===== config.mk =====
export PLATFORM = sky130hd
export DESIGN_NAME = isu_rc_arbiter
export DESIGN_NICKNAME = d
export VERILOG_FILES = /design/src/rtl/isu_rc_arbiter_pkg.sv /design/src/rtl/isu_rc_arbiter_rr_picker.sv /design/src/rtl/isu_rc_arbiter.sv
export SDC_FILE = /design/constraint.sdc
export NUM_CORES = 1
export LEC_CHECK = 0
export ABC_AREA = 1
export CAP_MARGIN = 10
export CORE_AREA = 2 2 308 310
export DETAILED_ROUTE_END_ITERATION = 10
export DIE_AREA = 0 0 310 312
export REMOVE_ABC_BUFFERS = 1
export SYNTH_ARGS = -nofsm -noshare
export SYNTH_HDL_FRONTEND = slang
export SYNTH_SLANG_ARGS = --single-unit

===== constraint.sdc =====
create_clock -name clk -period 3.74 [get_ports clk]
set_input_delay 1.122 -clock clk [delete_from_list [all_inputs] [get_ports clk]]
set_output_delay 1.122 -clock clk [all_outputs]
set_load 0.02 [all_outputs]

===== src/rtl/isu_rc_arbiter_pkg.sv =====
// Shared cache-op encoding and channel constants for the issue-queue to SRAM-controller arbiter.
package isu_rc_arbiter_pkg;

  localparam int unsigned ISU_NUM_CHANNEL = 3;

  typedef enum logic [2:0] {
    CACHE_OP_LOAD         = 3'd0,
    CACHE_OP_STORE        = 3'd1,
    CACHE_OP_LOAD_REFILL  = 3'd2,
    CACHE_OP_STORE_REFILL = 3'd3,
    CACHE_OP_EVICT        = 3'd4,
    CACHE_OP_FLUSH        = 3'd5
  } cache_op_e;

  function automatic logic is_load(input logic [2:0] op);
    return (op == CACHE_OP_LOAD) || (op == CACHE_OP_LOAD_REFILL);
  endfunction

  function automatic logic is_store(input logic [2:0] op);
    return (op == CACHE_OP_STORE) || (op == CACHE_OP_STORE_REFILL);
  endfunction

  function automatic logic is_refill(input logic [2:0] op);
    return (op == CACHE_OP_LOAD_REFILL) || (op == CACHE_OP_STORE_REFILL);
  endfunction

  function automatic logic is_onehot3(input logic [2:0] v);
    return (v == 3'b001) || (v == 3'b010) || (v == 3'b100);
  endfunction

endpackage


===== src/rtl/isu_rc_arbiter_rr_picker.sv =====
// Combinational round-robin picker: first set mask bit scanning from ptr upward, modulo N.
module isu_rc_arbiter_rr_picker #(
  parameter int unsigned N = 4,
  localparam int unsigned IdxW = $clog2(N)
) (
  input  logic [N-1:0]    mask,
  input  logic [IdxW-1:0] ptr,
  output logic [N-1:0]    grant,
  output logic [IdxW-1:0] idx,
  output logic            any
);

  always_comb begin
    grant = '0;
    idx   = '0;
    any   = 1'b0;
    for (int k = 0; k < int'(N); k++) begin
      automatic int j = (int'(ptr) + k) % int'(N);
      if (!any && mask[j]) begin
        any      = 1'b1;
        grant[j] = 1'b1;
        idx      = IdxW'(j);
      end
    end
  end

endmodule


===== src/rtl/isu_rc_arbiter.sv =====
// Credit-gated round-robin arbiter onto the single d_rc request port with one output register stage.
// Define ISU_ARB_REFILL_PRIO_EN to give refill ops strict priority over other eligible requests.
module isu_rc_arbiter
  import isu_rc_arbiter_pkg::*;
#(
  parameter int unsigned NUM_REQ   = 4,
  parameter int unsigned SET_W     = 8,
  parameter int unsigned WAY_W     = 3,
  parameter int unsigned WBUF_W    = 4,
  parameter int unsigned ROB_W     = 5,
  parameter int unsigned CRDT_INIT = 16,
  localparam int unsigned IdxW = $clog2(NUM_REQ),
  localparam int unsigned NC   = ISU_NUM_CHANNEL
) (
  input  logic                    clk,
  input  logic                    rst_n,
  input  logic [NUM_REQ-1:0]      req_valid,
  output logic [NUM_REQ-1:0]      req_ready,
  input  logic [NUM_REQ*NC-1:0]   req_channel_1hot_id,
  input  logic [NUM_REQ*ROB_W-1:0] req_rob_id,
  input  logic [NUM_REQ*3-1:0]    req_op,
  input  logic [NUM_REQ*SET_W-1:0] req_set,
  input  logic [NUM_REQ*WAY_W-1:0] req_way,
  input  logic [NUM_REQ*WBUF_W-1:0] req_wbuf_id,
  input  logic [NUM_REQ*128-1:0]  req_refill_data,
  input  logic [NC-1:0]           xbar_crdt_rtn_valid,
  output logic                    d_rc_valid,
  input  logic                    d_rc_ready,
  output logic [IdxW-1:0]         d_rc_req_id,
  output logic [NC-1:0]           d_rc_channel_1hot_id,
  output logic [ROB_W-1:0]        d_rc_rob_id,
  output logic [2:0]              d_rc_op,
  output logic [SET_W-1:0]        d_rc_set,
  output logic [WAY_W-1:0]        d_rc_way,
  output logic [WBUF_W-1:0]       d_rc_wbuf_id,
  output logic [127:0]            d_rc_refill_data,
  output logic [NC-1:0]           crdt_avail
);

  localparam int unsigned CntW = $clog2(CRDT_INIT + 1);

  logic [NC-1:0]      ch [NUM_REQ];
  logic [2:0]         op [NUM_REQ];
  logic [NUM_REQ-1:0] eligible;

  logic [IdxW-1:0]    rr_ptr_q;
  logic [CntW-1:0]    crdt_cnt_q [NC];
  logic [CntW-1:0]    crdt_cnt_d [NC];
  logic [NC-1:0]      crdt_avail_q, crdt_avail_d, crdt_cons;

  logic [NUM_REQ-1:0] base_grant, win_grant;
  logic [IdxW-1:0]    base_idx, win_idx;
  logic               base_any, load;

  logic [NC-1:0]      sel_ch;
  logic [ROB_W-1:0]   sel_rob;
  logic [2:0]         sel_op;
  logic [SET_W-1:0]   sel_set;
  logic [WAY_W-1:0]   sel_way;
  logic [WBUF_W-1:0]  sel_wbuf;
  logic [127:0]       sel_data;

  logic               d_rc_valid_q;
  logic [IdxW-1:0]    d_rc_req_id_q;
  logic [NC-1:0]      d_rc_ch_q;
  logic [ROB_W-1:0]   d_rc_rob_q;
  logic [2:0]         d_rc_op_q;
  logic [SET_W-1:0]   d_rc_set_q;
  logic [WAY_W-1:0]   d_rc_way_q;
  logic [WBUF_W-1:0]  d_rc_wbuf_q;
  logic [127:0]       d_rc_data_q;

  always_comb begin
    for (int i = 0; i < int'(NUM_REQ); i++) begin
      ch[i]       = req_channel_1hot_id[i*NC +: NC];
      op[i]       = req_op[i*3 +: 3];
      eligible[i] = req_valid[i] & is_onehot3(ch[i]) & |(ch[i] & crdt_avail_q);
    end
  end

  isu_rc_arbiter_rr_picker #(.N(NUM_REQ)) u_base_pick (
    .mask  (eligible),
    .ptr   (rr_ptr_q),
    .grant (base_grant),
    .idx   (base_idx),
    .any   (base_any)
  );

`ifdef ISU_ARB_REFILL_PRIO_EN
  logic [NUM_REQ-1:0] refill_mask, refill_grant;
  logic [IdxW-1:0]    refill_idx;
  logic               refill_any;

  always_comb begin
    for (int i = 0; i < int'(NUM_REQ); i++) begin
      refill_mask[i] = eligible[i] & is_refill(op[i]);
    end
  end

  isu_rc_arbiter_rr_picker #(.N(NUM_REQ)) u_refill_pick (
    .mask  (refill_mask),
    .ptr   (rr_ptr_q),
    .grant (refill_grant),
    .idx   (refill_idx),
    .any   (refill_any)
  );

  assign win_grant = refill_any ? refill_grant : base_grant;
  assign win_idx   = refill_any ? refill_idx   : base_idx;
`else
  assign win_grant = base_grant;
  assign win_idx   = base_idx;
`endif

  // Pass-through allowed: a pop this cycle frees the stage for a new load.
  assign load      = base_any & (~d_rc_valid_q | d_rc_ready);
  assign req_ready = load ? win_grant : '0;

  always_comb begin
    sel_ch   = '0;
    sel_rob  = '0;
    sel_op   = '0;
    sel_set  = '0;
    sel_way  = '0;
    sel_wbuf = '0;
    sel_data = '0;
    for (int i = 0; i < int'(NUM_REQ); i++) begin
      if (win_grant[i]) begin
        sel_ch   |= ch[i];
        sel_rob  |= req_rob_id[i*ROB_W +: ROB_W];
        sel_op   |= op[i];
        sel_set  |= req_set[i*SET_W +: SET_W];
        sel_way  |= req_way[i*WAY_W +: WAY_W];
        sel_wbuf |= req_wbuf_id[i*WBUF_W +: WBUF_W];
        sel_data |= req_refill_data[i*128 +: 128];
      end
    end
  end

  always_comb begin
    for (int c = 0; c < int'(NC); c++) begin
      crdt_cons[c]  = load & sel_ch[c];
      crdt_cnt_d[c] = crdt_cnt_q[c];
      if (crdt_cons[c] && !xbar_crdt_rtn_valid[c]) begin
        crdt_cnt_d[c] = crdt_cnt_q[c] - CntW'(1);
      end else if (!crdt_cons[c] && xbar_crdt_rtn_valid[c] &&
                   crdt_cnt_q[c] != CntW'(CRDT_INIT)) begin
        crdt_cnt_d[c] = crdt_cnt_q[c] + CntW'(1);
      end
      crdt_avail_d[c] = (crdt_cnt_d[c] != '0);
    end
  end

  always_ff @(posedge clk) begin
    if (!rst_n) begin
      rr_ptr_q      <= '0;
      crdt_avail_q  <= '1;
      for (int c = 0; c < int'(NC); c++) crdt_cnt_q[c] <= CntW'(CRDT_INIT);
      d_rc_valid_q  <= 1'b0;
      d_rc_req_id_q <= '0;
      d_rc_ch_q     <= '0;
      d_rc_rob_q    <= '0;
      d_rc_op_q     <= '0;
      d_rc_set_q    <= '0;
      d_rc_way_q    <= '0;
      d_rc_wbuf_q   <= '0;
      d_rc_data_q   <= '0;
    end else begin
      crdt_avail_q <= crdt_avail_d;
      for (int c = 0; c < int'(NC); c++) crdt_cnt_q[c] <= crdt_cnt_d[c];
      if (load) begin
        rr_ptr_q      <= (win_idx == IdxW'(NUM_REQ - 1)) ? '0 : win_idx + 1'b1;
        d_rc_valid_q  <= 1'b1;
        d_rc_req_id_q <= win_idx;
        d_rc_ch_q     <= sel_ch;
        d_rc_rob_q    <= sel_rob;
        d_rc_op_q     <= sel_op;
        d_rc_set_q    <= sel_set;
        d_rc_way_q    <= sel_way;
        d_rc_wbuf_q   <= sel_wbuf;
        d_rc_data_q   <= sel_data;
      end else if (!(d_rc_valid_q && !d_rc_ready)) begin
        d_rc_valid_q <= 1'b0;
      end
    end
  end

  // Malformed channel ids and credit over-return are upstream protocol bugs.
  always_ff @(posedge clk) begin
    if (rst_n) begin
      for (int i = 0; i < int'(NUM_REQ); i++) begin
        assert (!req_valid[i] || is_onehot3(ch[i]));
      end
      for (int c = 0; c < int'(NC); c++) begin
        assert (!(xbar_crdt_rtn_valid[c] && !crdt_cons[c] &&
                  crdt_cnt_q[c] == CntW'(CRDT_INIT)));
      end
    end
  end

  assign d_rc_valid           = d_rc_valid_q;
  assign d_rc_req_id          = d_rc_req_id_q;
  assign d_rc_channel_1hot_id = d_rc_ch_q;
  assign d_rc_rob_id          = d_rc_rob_q;
  assign d_rc_op              = d_rc_op_q;
  assign d_rc_set             = d_rc_set_q;
  assign d_rc_way             = d_rc_way_q;
  assign d_rc_wbuf_id         = d_rc_wbuf_q;
  assign d_rc_refill_data     = d_rc_data_q;
  assign crdt_avail           = crdt_avail_q;

endmodule


* After elaboration in Yosys (flattened, before gate mapping) *
Memory sizes are Yosys's and may differ from the RTL's.
Cells that the tools add are included.
W data, S select, Z words.

cells by class
  add/subtract/negate cells = 10
  magnitude comparators = 8
  equal/unequal tests = 17
  mux-type cells = 74
  bitwise operators = 48
  reduce and logical (&&, ||, !) cells = 45

operator list
  cell                   count
  $mux W128              4
  $or A128 B128 Y128     3
  $mux W5                13
  $mux W3                12
  $mux W4                9
  $mux W8                4
  $or A3 B3 Y3           9
  $or A4 B4 Y4           6
  $or A8 B8 Y8           3
  $mux W1                19
  $logic_and A1 B1 Y1    17
  $add A5 B1 Y5 const B  3
  $ne A5 B5 Y1 const B   3
  $or A5 B5 Y5           3
  $reduce_bool A5 Y1     3
  $sub A5 B1 Y5 const B  3
  $and A1 B1 Y1          12
  $and A3 B3 Y3          4
  $eq A3 B1 Y1 const B   4
  $eq A3 B2 Y1 const B   4
  $eq A3 B3 Y1 const B   4
  $lt A3 B4 Y1 const B   3
  $reduce_or A3 Y1       4
  $logic_not A1 Y1       10
  15 further kinds       43

word-level totals
  register bits after elaboration = 162
  memory bits (writable) = 15
  bits of input ports = 626
  output and inout port bits = 164
  logic and storage cells = 214
  memories = 1

memories
  name        depth  bits a word  read ports  clocked after Yosys merged registers in  wr ports  line                  source
  crdt_cnt_q  3      5            3           0                                        3         isu_rc_arbiter.sv:47  logic [CntW-1:0] crdt_cnt_q [NC];

* Logic depth before layout (Yosys ltp) *
  depth after elaboration = 31
  mapped depth = 23
  mapped depth without buffers = 23

* By module *
From an unflattened synthesis, not the netlist that was laid out.

second synthesis, totals
  cell total of the unflattened synthesis = 1256
  area total of the unflattened synthesis = 10592.7 sq um

modules (own cells, without submodules)
  module                    instances  cells an instance  area each (sq um)
  isu_rc_arbiter            1          1182               10157.2
  isu_rc_arbiter_rr_picker  1          74                 435.4

* Worst setup path after synthesis *
Ideal clock, no wire load.

  kind = input-to-output
  start = input req_channel_1hot_id[1]
  end = output req_ready[0]
  data arrival time = 3.028 ns
  required time = 2.618 ns
  slack = -0.410 ns
  stages on the path = 13
  path buffers = 2
  path through = nor2_1 nand3_1 nand2_1 nand2_1 nand2_1 nand2_1 o21ai_2 inv_2 a21oi_4 inv_2 clkbuf_1 buf_2 a21oi_1

between the ends
  word-level cells in the longest chain between the ends = 19
  elaborated cells on any way between the ends = 39
  classes of those cells = eq/ne: 3; mux: 20; bitwise: 7; reduce/logical: 9

RTL lines
  item                                                 line                            source
  start, declared                                      isu_rc_arbiter.sv:19            input logic [NUM_REQ*NC-1:0] req_channel_1hot_id,
  $eq A3 B1 Y1 / $eq A3 B2 Y1 (equally long branches)  isu_rc_arbiter_pkg.sv:28        return (v == 3'b001) || (v == 3'b010) || (v == 3'b100);
  $logic_or A1 B1 Y1 (2 in series)                     isu_rc_arbiter_pkg.sv:28
  $and A1 B1 Y1                                        isu_rc_arbiter.sv:77            eligible[i] = req_valid[i] & is_onehot3(ch[i]) & |(ch[i] & crdt_avail_q);
  $and A1 B1 Y1 *                                      isu_rc_arbiter.sv:77
  $bmux W1 S2                                          isu_rc_arbiter_rr_picker.sv:19  if (!any && mask[j]) begin
  $mux W1 (implied by the code)                        isu_rc_arbiter_rr_picker.sv:19
  $mux W1                                              isu_rc_arbiter_rr_picker.sv:19
  $logic_not A1 Y1                                     isu_rc_arbiter_rr_picker.sv:19
  [... 2 more ...]                                     --
  $logic_not A1 Y1                                     isu_rc_arbiter_rr_picker.sv:19
  $logic_and A1 B1 Y1                                  isu_rc_arbiter_rr_picker.sv:19
  $mux W1                                              isu_rc_arbiter_rr_picker.sv:19
  $logic_not A1 Y1                                     isu_rc_arbiter_rr_picker.sv:19
  $logic_and A1 B1 Y1                                  isu_rc_arbiter_rr_picker.sv:19
  $mux W1                                              isu_rc_arbiter_rr_picker.sv:19
  $and A1 B1 Y1                                        isu_rc_arbiter.sv:116           assign load = base_any & (~d_rc_valid_q | d_rc_ready);
  $mux W4 *                                            isu_rc_arbiter.sv:117           assign req_ready = load ? win_grant : '0;
  end, declared                                        isu_rc_arbiter.sv:18            output logic [NUM_REQ-1:0] req_ready,

Mark *: on every way between the ends. The rest lies on a longest branch, timed or not. The select of a mux whose other input is x is not followed.

* Worst setup path after layout *
  start = input req_channel_1hot_id[1]
  end = output req_ready[1]

The elaborated chain is that of the path after synthesis.

==> impl_results.html <==
<table>
<tr><th>Metric</th><th>Value</th></tr>
<tr><th colspan="2">CTS</th></tr>
<tr><td>Clock buffer count from CTS</td><td>17</td></tr>
<tr><td>Number of clock sinks seen by CTS</td><td>177</td></tr>
<tr><td>Number of hold buffers added after CTS</td><td>0</td></tr>
<tr><td>TritonCTS clock tree</td><td>done</td></tr>
<tr><td>H-Tree Depth</td><td>4</td></tr>
<tr><td>Clock latency of the later-clocked register in the worst-skew pair</td><td>510 ps</td></tr>
<tr><td>Clock-pin slew reported for the worst setup and hold paths after clock tree synthesis</td><td>70 ps</td></tr>
<tr><td>Maximum root-to-sink buffer count</td><td>2</td></tr>
<tr><td>CTS root buf</td><td>sky130_fd_sc_hd__clkbuf_16</td></tr>
<tr><th colspan="2">Critical path</th></tr>
<tr><td>Worst path arrival time</td><td>2720 ps</td></tr>
<tr><td>Capturing point of the worst reg2reg path</td><td>d_rc_refill_data[122]</td></tr>
<tr><td>Required time of the critical path</td><td>2620 ps</td></tr>
<tr><td>Internal reg-to-reg setup slack</td><td>630 ps</td></tr>
<tr><td>Worst Path Max Fanout</td><td>6</td></tr>
<tr><td>Critical path class</td><td>in -&gt; out</td></tr>
<tr><td>Highest cell delay on the worst timing path</td><td>200 ps</td></tr>
<tr><td>CP Cell Sequence</td><td>buf_8 -&gt; nor2_4 -&gt; nor2_1 -&gt; nand2_1 -&gt; nand2_2 -&gt; nand3_2 -&gt; nand3_2 -&gt; nand2_4 -&gt; nand2_4 -&gt; nor2_4 -&gt; buf_6 -&gt; nand3_4 -&gt; a21oi_4 -&gt; buf_6 -&gt; buf_12</td></tr>
<tr><td>Sort of element at the start of the critical path</td><td>input port</td></tr>
<tr><td>Length in cells of the worst reg-to-reg path</td><td>15</td></tr>
<tr><td>Standard cell with the maximum stage delay on the critical path</td><td>sky130_fd_sc_hd__a21oi_4</td></tr>
<tr><td>Worst setup EP type</td><td>output pin</td></tr>
<tr><th colspan="2">Layout</th></tr>
<tr><td>Count of fill cells added during filler insertion</td><td>10400</td></tr>
<tr><td>Fraction of layout instances using a drive strength above 1</td><td>0.0953</td></tr>
<tr><td>P&amp;R area growth vs syn</td><td>103%</td></tr>
<tr><td>Number of nets in the final layout</td><td>2998</td></tr>
<tr><td>Core occupancy in the finished layout</td><td>0.229</td></tr>
<tr><td>Commonest cells after routing, fill and taps aside</td><td>sky130_fd_sc_hd__clkdlybuf4s50_1, sky130_fd_sc_hd__nand2_1, sky130_fd_sc_hd__dfxtp_1</td></tr>
<tr><td>Most common cell after layout, fill and taps aside</td><td>sky130_fd_sc_hd__clkdlybuf4s50_1</td></tr>
<tr><th colspan="2">Pwr</th></tr>
<tr><td>VDD IR-drop max</td><td>0.000773 V</td></tr>
<tr><td>Static leakage</td><td>between 7 and 8 nW</td></tr>
<tr><td>Power density of the placed cells</td><td>767 nW/um^2</td></tr>
<tr><th colspan="2">Worst hold path</th></tr>
<tr><td>Kind of path behind the tightest hold check</td><td>reg -&gt; reg</td></tr>
<tr><td>Number of stages on the worst hold path</td><td>2</td></tr>
<tr><td>Worst Min Path Start</td><td>d_rc_channel_1hot_id[1]</td></tr>
<tr><td>Worst hold endpoint</td><td>d_rc_channel_1hot_id[1]</td></tr>
<tr><th colspan="2">Timing</th></tr>
<tr><td>Final setup viols</td><td>3</td></tr>
<tr><td>Pins over their slew limit</td><td>0</td></tr>
<tr><td>Fin. Hold Viols</td><td>0</td></tr>
<tr><td>Share of the clock period used by the worst path</td><td>1.03</td></tr>
<tr><td>Worst-case headroom to the max-slew limit</td><td>0.436</td></tr>
<tr><td>Unrepaired setup endpoints after global routing</td><td>yes</td></tr>
<tr><td>Worst slew pin tran</td><td>846 ps</td></tr>
<tr><td>Minimum clock period</td><td>3840 ps</td></tr>
<tr><td>Setup TNS after final layout</td><td>-210 ps</td></tr>
<tr><td>PnR worst setup slack</td><td>-103 ps</td></tr>
<tr><td>Post-route clock skew</td><td>14.5 ps</td></tr>
<tr><td>Worst Hold Slack</td><td>around 470 ps</td></tr>
<tr><td>Fmax</td><td>0.260 GHz</td></tr>
<tr><th colspan="2">Placement</th></tr>
<tr><td>Sum of net half-perimeters after detailed placement</td><td>55.9 mm</td></tr>
<tr><td>Quantity of I/O buffers inserted on ports</td><td>789</td></tr>
<tr><td>Placer Congestion</td><td>0.918</td></tr>
<tr><th colspan="2">Synthesis</th></tr>
<tr><td>Total standard cell area after synthesis</td><td>10500 um^2</td></tr>
<tr><td>Post-synthesis sequential area ratio</td><td>0.337</td></tr>
<tr><td>Post-synth top area cell</td><td>sky130_fd_sc_hd__dfxtp_1</td></tr>
<tr><td>Cells taking the most area after synthesis</td><td>sky130_fd_sc_hd__dfxtp_1, sky130_fd_sc_hd__nand2_1, sky130_fd_sc_hd__a41oi_1</td></tr>
<tr><td>Yosys warns</td><td>0</td></tr>
<tr><td>Area fraction of the dominant cell type after synthesis</td><td>0.337</td></tr>
<tr><td>Instance count of the mapped netlist</td><td>1565</td></tr>
<tr><td>Mean instance size in the synthesized netlist</td><td>6.71 um^2</td></tr>
<tr><td>Synth unique cells</td><td>33</td></tr>
<tr><td>Flip-flop and latch count after synthesis</td><td>177</td></tr>
<tr><th colspan="2">Run status</th></tr>
<tr><td>Violations in the final reports</td><td>setup timing</td></tr>
<tr><td>Run status</td><td>finished with violations</td></tr>
<tr><th colspan="2">Route</th></tr>
<tr><td>Routed via count</td><td>14800</td></tr>
<tr><td>Routed len/inst</td><td>19.4 um</td></tr>
<tr><td>Post-DR vias/cell</td><td>4.07</td></tr>
<tr><td>Number of nets still failing antenna checks after routing</td><td>0</td></tr>
<tr><td>Pre-antenna DRT Iters</td><td>5</td></tr>
<tr><td>Final WL</td><td>70.7 mm</td></tr>
<tr><td>Initial drt markers</td><td>948</td></tr>
<tr><td>Number of DRC violations after detailed routing</td><td>0</td></tr>
<tr><th colspan="2">GRT</th></tr>
<tr><td>Total gr overflow</td><td>0</td></tr>
<tr><td>Initial antenna violation count</td><td>24</td></tr>
<tr><td>GRT Util Overall</td><td>0.138</td></tr>
<tr><td>Largest net degree at the start of global routing</td><td>91</td></tr>
<tr><td>First-pass GRT wire length</td><td>97.0 mm</td></tr>
<tr><td>Number of global-route vias before repair</td><td>14500</td></tr>
<tr><th colspan="2">Job</th></tr>
<tr><td>Max-cap viol count</td><td>0</td></tr>
<tr><th colspan="2">Die</th></tr>
<tr><td>Site Rows</td><td>112</td></tr>
<tr><td>Chip Width</td><td>310 um</td></tr>
<tr><td>Boundary pin count</td><td>790</td></tr>
<tr><td>Die outline height</td><td>around 310 um</td></tr>
<tr><td>Starting Density</td><td>0.113</td></tr>
<tr><td>Core Footprint</td><td>93000 um^2</td></tr>
<tr><td>Die footprint</td><td>96700 um^2</td></tr>
</table>
where the power goes:
group / total (mW) / switching, mW / internal, mW
logic: 11.2 / 6.75 / 4.45
clock network: 2.08 / 0.992 / 1.08
registers: 3.05 / 0.443 / 2.61
per-stage QoR:
| stage | cell area (um^2) | setup WS (ps) | cells | total power [mW] |
|---|---|---|---|---|
| after floorplan | 9960 | -3100 | 1444 | 8.79 |
| after global placement | 20400 | -826 | 3588 | 14.1 |
| after detailed placement | 20400 | -854 | 3588 | 14.1 |
| after CTS | 21200 | -162 | 3623 | 16.4 |
| after global routing | 21300 | -226 | 3636 | 17.5 |
| final | 21300 | -103 | 3638 | 16.3 |
worst max path at each step:
stage / from / slack [ps] / endpoint
after detailed placement: req_channel_1hot_id[0] / -850 / req_ready[1]
final: req_channel_1hot_id[1] / -100 / req_ready[1]
after global placement: req_channel_1hot_id[0] / -830 / req_ready[1]
after floorplan: req_channel_1hot_id[1] / -3100 / req_ready[0]
after global routing: req_channel_1hot_id[1] / -230 / req_ready[1]
after CTS: req_channel_1hot_id[0] / -160 / req_ready[1]
cell families after synthesis:
logic type,synth area share
flip-flops,0.337
adder cells (fa/ha/maj),0.0167
AO/OA/AOI/OAI,0.294
AND/OR/NAND/NOR,0.268
buffers and inverters,0.0682
XOR/XNOR,0.0150
area by class of cell:
type                       count  area (um^2)  area share
tap                         1254         1570      0.0737
clock buffer                  19          443      0.0208
timing repair buffer         895         8900       0.418
multi-input combinational   1220         6450       0.303
sequential                   177         3540       0.166
clock inverter                13          174     0.00817
antenna                       13         32.5     0.00153
inverter                      47          184     0.00864
sequential cells by signal (all words and copies together) (netlist names), named ones only:
| name | count |
|---|---|
| d_rc_rob_id | 5 |
| d_rc_req_id | 2 |
| rr_ptr_q | 1 |
| d_rc_set | 8 |
| d_rc_valid | 1 |
| crdt_cnt_q | 15 |
| crdt_avail | 3 |
| d_rc_wbuf_id | 4 |
| d_rc_channel_1hot_id | 3 |
| d_rc_op | 3 |
| d_rc_way | 3 |
| d_rc_refill_data | 128 |
cell usage after synthesis:
cell and count:
sky130_fd_sc_hd__nand4_1 6, sky130_fd_sc_hd__nor2_2 6, sky130_fd_sc_hd__o21ai_0 139, sky130_fd_sc_hd__nand2_2 11, sky130_fd_sc_hd__nand2_1 581, sky130_fd_sc_hd__o211ai_2 2, sky130_fd_sc_hd__ha_1 14, sky130_fd_sc_hd__buf_2 60
sky130_fd_sc_hd__xnor2_1 3, sky130_fd_sc_hd__dfxtp_1 177, sky130_fd_sc_hd__inv_4 1, sky130_fd_sc_hd__a21oi_4 1, sky130_fd_sc_hd__nand4_2 1, sky130_fd_sc_hd__nor3_1 3, sky130_fd_sc_hd__nand3b_1 2, sky130_fd_sc_hd__nor2_4 1
sky130_fd_sc_hd__buf_4 2, sky130_fd_sc_hd__buf_1 2, sky130_fd_sc_hd__o21ai_2 1, sky130_fd_sc_hd__a211oi_1 1, sky130_fd_sc_hd__nor2_1 24, sky130_fd_sc_hd__inv_2 6, sky130_fd_sc_hd__a41oi_1 151, sky130_fd_sc_hd__o21ai_1 20
sky130_fd_sc_hd__clkbuf_1 57, sky130_fd_sc_hd__nand3_1 55, sky130_fd_sc_hd__a31oi_1 1, sky130_fd_sc_hd__inv_1 40, sky130_fd_sc_hd__nand3_2 5, sky130_fd_sc_hd__xor2_1 15, sky130_fd_sc_hd__nand2_4 2, sky130_fd_sc_hd__o21ai_4 3
sky130_fd_sc_hd__a21oi_1 172
critical path: cells and delay by family:
family          cells  cell delay [ps]
simple gates       10              880
buf+inv             4              510
compound gates      1              200
timing repair:
action | in CTS | in global routing
endpoints found under the setup margin | 4 | 4
setup buffers | 4 | 4
gates resized for setup | 96 | 27
pin swaps | 26 | 22
routing by layer:
layer,wire length [um],global-route usage,vias up
li1,-,-,7067
met1,27700,0.157,6916
met2,32000,0.219,726
met3,7870,0.0556,100
met4,3040,0.0789,10
met5,56,0,-
Note: power is estimated with default switching activity, not from simulation.
